<file path="config.mk">
export PLATFORM = sky130hd
export DESIGN_NAME = vga_timing_gen
export DESIGN_NICKNAME = d
export VERILOG_FILES = /design/src/rtl/vga_timing_gen.sv
export SDC_FILE = /design/constraint.sdc
export NUM_CORES = 1
export LEC_CHECK = 0
export CORE_MARGIN = 2
export CORE_UTILIZATION = 46
export DETAILED_ROUTE_END_ITERATION = 16
export PLACE_DENSITY = 0.87
export SYNTH_ARGS = -nofsm -noshare
export SYNTH_HDL_FRONTEND = slang
export SYNTH_SLANG_ARGS = --single-unit
</file>
<file path="constraint.sdc">
create_clock -name clk -period 1.8 [get_ports clk]
set_input_delay 0.18 -clock clk [delete_from_list [all_inputs] [get_ports clk]]
set_output_delay 0.18 -clock clk [all_outputs]
set_load 0.005 [all_outputs]
</file>
<file path="src/rtl/vga_timing_gen.sv">
`default_nettype none
// ============================================================================
// Module   : vga_timing_gen
// Brief    : VGA raster timing generator: pixel-rate divider, h/v counters,
//            sync pulses, data-enable, coordinates and line/frame pulses.
//            Build option: define VGA_TIMING_REG_OUT_EN to register every
//            output (one clock of latency, outputs stay mutually aligned).
// Revision : 1.0 - initial release
// ============================================================================
module vga_timing_gen #(
    parameter int   H_RES    = 640,
    parameter int   H_FP     = 16,
    parameter int   H_SYNC   = 96,
    parameter int   H_BP     = 48,
    parameter int   V_RES    = 480,
    parameter int   V_FP     = 10,
    parameter int   V_SYNC   = 2,
    parameter int   V_BP     = 33,
    parameter int   CLK_DIV  = 4,
    parameter logic SYNC_POL = 1'b0
) (
    input  logic       clk,
    input  logic       reset,
    output logic       pix_tick,
    output logic       h_sync,
    output logic       v_sync,
    output logic       DE,
    output logic [9:0] x_pixel,
    output logic [9:0] y_pixel,
    output logic       line_start,
    output logic       frame_start
);

    localparam int c_h_total = H_RES + H_FP + H_SYNC + H_BP;
    localparam int c_v_total = V_RES + V_FP + V_SYNC + V_BP;
    localparam int c_div_w   = (CLK_DIV > 1) ? $clog2(CLK_DIV) : 1;

    localparam logic [c_div_w-1:0] c_div_last = c_div_w'(CLK_DIV - 1);
    localparam logic [9:0]         c_h_last   = 10'(c_h_total - 1);
    localparam logic [9:0]         c_v_last   = 10'(c_v_total - 1);

    // Decode bounds are 11 bits wide so a total of exactly 1024 still compares correctly
    localparam logic [10:0] c_h_act  = 11'(H_RES);
    localparam logic [10:0] c_hs_beg = 11'(H_RES + H_FP);
    localparam logic [10:0] c_hs_end = 11'(H_RES + H_FP + H_SYNC);
    localparam logic [10:0] c_v_act  = 11'(V_RES);
    localparam logic [10:0] c_vs_beg = 11'(V_RES + V_FP);
    localparam logic [10:0] c_vs_end = 11'(V_RES + V_FP + V_SYNC);

    logic [c_div_w-1:0] r_div_cnt;
    logic [9:0]         r_h_cnt;
    logic [9:0]         r_v_cnt;

    logic               w_tick_raw;
    logic               w_h_wrap;
    logic [10:0]        w_h_ext;
    logic [10:0]        w_v_ext;
    logic               w_hs_act;
    logic               w_vs_act;

    logic               w_pix_tick;
    logic               w_h_sync;
    logic               w_v_sync;
    logic               w_de;
    logic [9:0]         w_x_pixel;
    logic [9:0]         w_y_pixel;
    logic               w_line_start;
    logic               w_frame_start;

    // With CLK_DIV=1 the divider is a single bit pinned at 0, so the tick is permanent
    assign w_tick_raw = (r_div_cnt == c_div_last);
    assign w_h_wrap   = w_tick_raw && (r_h_cnt == c_h_last);

    always_ff @(posedge clk) begin
        if (reset) begin
            r_div_cnt <= '0;
        end else if (w_tick_raw) begin
            r_div_cnt <= '0;
        end else begin
            r_div_cnt <= r_div_cnt + c_div_w'(1);
        end
    end

    always_ff @(posedge clk) begin
        if (reset) begin
            r_h_cnt <= '0;
        end else if (w_tick_raw) begin
            if (r_h_cnt == c_h_last) begin
                r_h_cnt <= '0;
            end else begin
                r_h_cnt <= r_h_cnt + 10'd1;
            end
        end
    end

    always_ff @(posedge clk) begin
        if (reset) begin
            r_v_cnt <= '0;
        end else if (w_h_wrap) begin
            if (r_v_cnt == c_v_last) begin
                r_v_cnt <= '0;
            end else begin
                r_v_cnt <= r_v_cnt + 10'd1;
            end
        end
    end

    assign w_h_ext  = {1'b0, r_h_cnt};
    assign w_v_ext  = {1'b0, r_v_cnt};
    assign w_hs_act = (w_h_ext >= c_hs_beg) && (w_h_ext < c_hs_end);
    assign w_vs_act = (w_v_ext >= c_vs_beg) && (w_v_ext < c_vs_end);

    // Reset overrides every decode so downstream stages see a clean blank immediately
    assign w_pix_tick    = !reset && w_tick_raw;
    assign w_de          = !reset && (w_h_ext < c_h_act) && (w_v_ext < c_v_act);
    assign w_h_sync      = (!reset && w_hs_act) ? SYNC_POL : ~SYNC_POL;
    assign w_v_sync      = (!reset && w_vs_act) ? SYNC_POL : ~SYNC_POL;
    assign w_x_pixel     = reset ? 10'd0 : r_h_cnt;
    assign w_y_pixel     = reset ? 10'd0 : r_v_cnt;
    assign w_line_start  = w_pix_tick && (r_h_cnt == 10'd0);
    assign w_frame_start = w_line_start && (r_v_cnt == 10'd0);

`ifdef VGA_TIMING_REG_OUT_EN
    always_ff @(posedge clk) begin
        if (reset) begin
            pix_tick    <= 1'b0;
            h_sync      <= ~SYNC_POL;
            v_sync      <= ~SYNC_POL;
            DE          <= 1'b0;
            x_pixel     <= 10'd0;
            y_pixel     <= 10'd0;
            line_start  <= 1'b0;
            frame_start <= 1'b0;
        end else begin
            pix_tick    <= w_pix_tick;
            h_sync      <= w_h_sync;
            v_sync      <= w_v_sync;
            DE          <= w_de;
            x_pixel     <= w_x_pixel;
            y_pixel     <= w_y_pixel;
            line_start  <= w_line_start;
            frame_start <= w_frame_start;
        end
    end
`else
    assign pix_tick    = w_pix_tick;
    assign h_sync      = w_h_sync;
    assign v_sync      = w_v_sync;
    assign DE          = w_de;
    assign x_pixel     = w_x_pixel;
    assign y_pixel     = w_y_pixel;
    assign line_start  = w_line_start;
    assign frame_start = w_frame_start;
`endif

endmodule
`default_nettype wire
</file>
==> impl_results.rst <==
.. list-table::
   :header-rows: 1

   * - Metric
     - Value
   * - Run status
     - finished with violations
   * - Violated checks
     - DRC
   * - Final Hold Fails
     - 0
   * - Highest clock rate
     - 0.560 GHz
   * - Number of nets in the layout
     - 226
   * - Hpwl dp
     - ~2600 µm
   * - Vertical die dimension
     - 58.7 µm
   * - CTS tree
     - yes
   * - Final hold slack
     - ~0.44 ns
   * - Crit path time final
     - 1.78 ns
   * - Buffer levels on the longest clock path
     - 2
   * - Detailed router's first-iteration violation count
     - 63
   * - Global-route wire length before repair
     - 5780 µm
   * - Setup repair after global routing missed its margin
     - yes
   * - CP required
     - roughly 1.6 ns
   * - RD Place Congestion
     - approximately 0.94
   * - Largest area contributor in the netlist
     - dfxtp_1
   * - Dominant synthesized flop cell
     - dfxtp_1
   * - MaxCap Viol Count
     - 0
   * - Clock skew after layout
     - roughly 0.0058 ns
   * - Total routed wirelength
     - 3630 µm
   * - Initial antenna violation count
     - 0
   * - Number of storage elements in the synthesis netlist
     - 22
   * - Number of global-route vias before repair
     - 1276
   * - Post-synth top cells
     - dfxtp_1, nor2_1, nor2b_1
   * - Number of diodes added for antenna fixing
     - 0
   * - Post-synthesis to final-layout area growth
     - 41.7%
   * - Clock input transition at the sequential cells of the worst setup and hold paths
     - 0.12 ns
   * - Start-to-end type of the worst setup path
     - reg -> out
   * - Total overflow reported by the global router
     - 0
   * - Inserted Clock Buffers
     - 3
   * - Static Leakage
     - 0.000703 µW
   * - Pwr dens
     - 420 nW/µm²
   * - Critical Path Source
     - r_h_cnt[8]$_SDFFE_PP0P_
   * - Class of the tightest hold or removal check
     - reg -> reg
   * - Fraction of layout cells with a size suffix above 1
     - between 20% and 30%
   * - Cell count of the worst reg-to-reg path
     - 6
   * - Period Utilization, post-route
     - between 90 and 100%
   * - Buffer type at the clock tree root
     - clkbuf_4
   * - Gr usage total
     - 21.8%
   * - Total DRC errors in the routed layout
     - 1
   * - Top-level port count
     - 28
   * - Maximum number of pins on one net before global-route repair
     - 20
   * - Number of distinct standard cells referenced by the synthesized netlist
     - 37
   * - Top-count cell post-synth
     - dfxtp_1
   * - Async SR Flop Fraction
     - 0%
   * - Top area cells in the synthesized netlist
     - dfxtp_1, nor2b_1, ha_1, nor2_1, nand3_1
   * - Count of flip-flops with a built-in enable after synthesis
     - 0
   * - Area of the mapped netlist
     - 1370 µm²
   * - Hold Startpoint
     - r_div_cnt[0]$_SDFF_PP0_
   * - Worst flop-to-flop path startpoint
     - r_h_cnt[0]$_SDFFE_PP0P_
   * - Final count of pins violating max slew
     - 0
   * - Yosys warning count
     - 0
   * - Proportion of synthesized chip area in sequential cells
     - 32.1%
   * - CTS HTree Levels
     - 1
   * - Synth Net Count
     - roughly 180
   * - Number of failing setup endpoints in the final timing report
     - 0
   * - Max-Slew Margin vs Limit
     - 74.3%
   * - DIE AREA
     - 3440 µm²
   * - Antenna Violating Nets Remaining
     - 0
   * - Floorplan core area
     - 2810 µm²
   * - Fraction of the core area covered by cells at the end of the flow
     - 69.4%
   * - Number of instances in the synthesized netlist
     - approximately 170
   * - Vias/cell
     - 5.70
   * - Fraction of synthesized cell area taken by the top area cell type
     - 32.1%
   * - Transition time at the pin with the least slew margin
     - approximately 0.38 ns
   * - Avg Synthesized Cell Area
     - a little over 8 µm²
   * - Maximum vdd ir drop
     - 366 µV
   * - Wirelength per Cell
     - between 10 and 15 µm
   * - DR vias
     - 1407
   * - Top fanout value on the critical path
     - 4
   * - Final-layout fill cell count
     - 220
   * - Arrival time of the worst setup path
     - between 1.5 and 2 ns
   * - Clk sink count
     - 22
   * - Die outline width
     - approximately 59 µm
   * - Worst setup SP type
     - flop
   * - Clock network latency to the later pin of the worst-skew pair
     - around 0.32 ns
   * - Worst Setup End Kind
     - output pin
   * - Initial Util
     - 49.0%
   * - Number of input and output port buffers inserted
     - 27
   * - First drt pass iteration count
     - 10
   * - Number of cells on the worst hold path
     - 1
   * - Site row count
     - 19
-- per-layer routing --
metal | wire [µm] | vias up | global-route usage [%]
li1 | - | 685 | -
met5 | 0 | - | 0
met2 | 1840 | 49 | 37.1
met3 | 188 | 6 | 5.05
met4 | 44 | 0 | 6.49
met1 | 1560 | 667 | 27.4
-- state kept, by name (all words and copies together), names as in the netlist --
name / flops
r_h_cnt: 10
r_v_cnt: 10
r_div_cnt: 2
-- through the flow --
step / instances / setup WS [ns] / cell area, µm² / total power (µW) / TNS (ns)
6_report: 247 / 0.0156 / 1950 / 817 / 0
5_1_grt: 247 / -0.0639 / 1950 / 844 / -0.160
2_1_floorplan: 169 / 0.0432 / 1380 / 545 / 0
3_5_place_dp: 243 / -0.112 / 1860 / 586 / -0.239
3_3_place_gp: 243 / -0.0712 / 1860 / 584 / -0.117
4_1_cts: 247 / -0.0348 / 1920 / 805 / -0.0348
-- path summary, 6_finish.rpt --
check | end | slack [ns]
hold / removal | r_div_cnt[0]$_SDFF_PP0_ | 0.44
setup / recovery | h_sync | 0.02
setup reg to reg | r_v_cnt[9]$_SDFFE_PP0P_ | 0.02
hold reg to reg | r_div_cnt[0]$_SDFF_PP0_ | 0.44
-- area by class of cell --
cell class | count | area (µm²) | area share [%]
clock buffers | 3 | 22.5 | 1.16
inverters | 7 | 26.3 | 1.35
multi-input cells | 130 | 910 | 46.7
flip-flops and latches | 22 | 454 | 23.3
well taps | 31 | 38.8 | 1.99
repair buffers | 54 | 495 | 25.4
-- placed cells by master, fill, tap and decap left out, drive strengths merged --
master and count:
buf 28, dfxtp 22, clkdlybuf4s50 21, nor2 19
nor2b 15, nand3 14, nor3 13, nand2 7
inv 7, xor2 6, xnor2 6, ha 6
nor4 5, a21oi 5, nand4 5, dlygate4sd2 4
o21ai 4, clkbuf 3, and4 3, nand2b 2
and3 2, o31ai 2, nor4b 2, nand4b 2
and2b 1, nand4bb 1, and4bb 1, and4b 1
mux2i 1, a211oi 1, or4b 1, a2111oi 1
and2 1, o21bai 1, nor3b 1, or3 1
clkdlybuf4s15 1
-- repair_timing --
item | CTS | global route
hold buffers | 0 | 0
setup buffers | 1 | 0
gates cloned | 0 | 0
pin swaps | 1 | 1
setup endpoints to repair | 11 | 6
gates resized for setup | 25 | 12
-- kinds of logic (layout without fill, tap and decap cells) --
| family | count (synthesis) | in the layout | synth area share, % |
|---|---|---|---|
| fa+ha+maj | 6 | 6 | 5.46 |
| simple gates | 97 | 97 | 42.1 |
| mux | 1 | 1 | 0.729 |
| xor+xnor | 12 | 12 | 7.65 |
| compound gates | 14 | 14 | 6.56 |
| flops | 22 | 22 | 32.1 |
| buf+inv | 17 | 64 | 5.46 |
-- worst max-delay path, stage by stage (launching register included) --
cell and delay [ns]:
dfxtp_2 0.39, buf_4 0.14, and2b_1 0.18, nand4b_1 0.08, clkdlybuf4s50_1 0.50
-- where the power goes --
group	internal [µW]	switching (µW)
clock	78.5	156
sequential	494	6.50
combinational	42.3	40.2
Note: power is estimated with default switching activity, not from simulation.
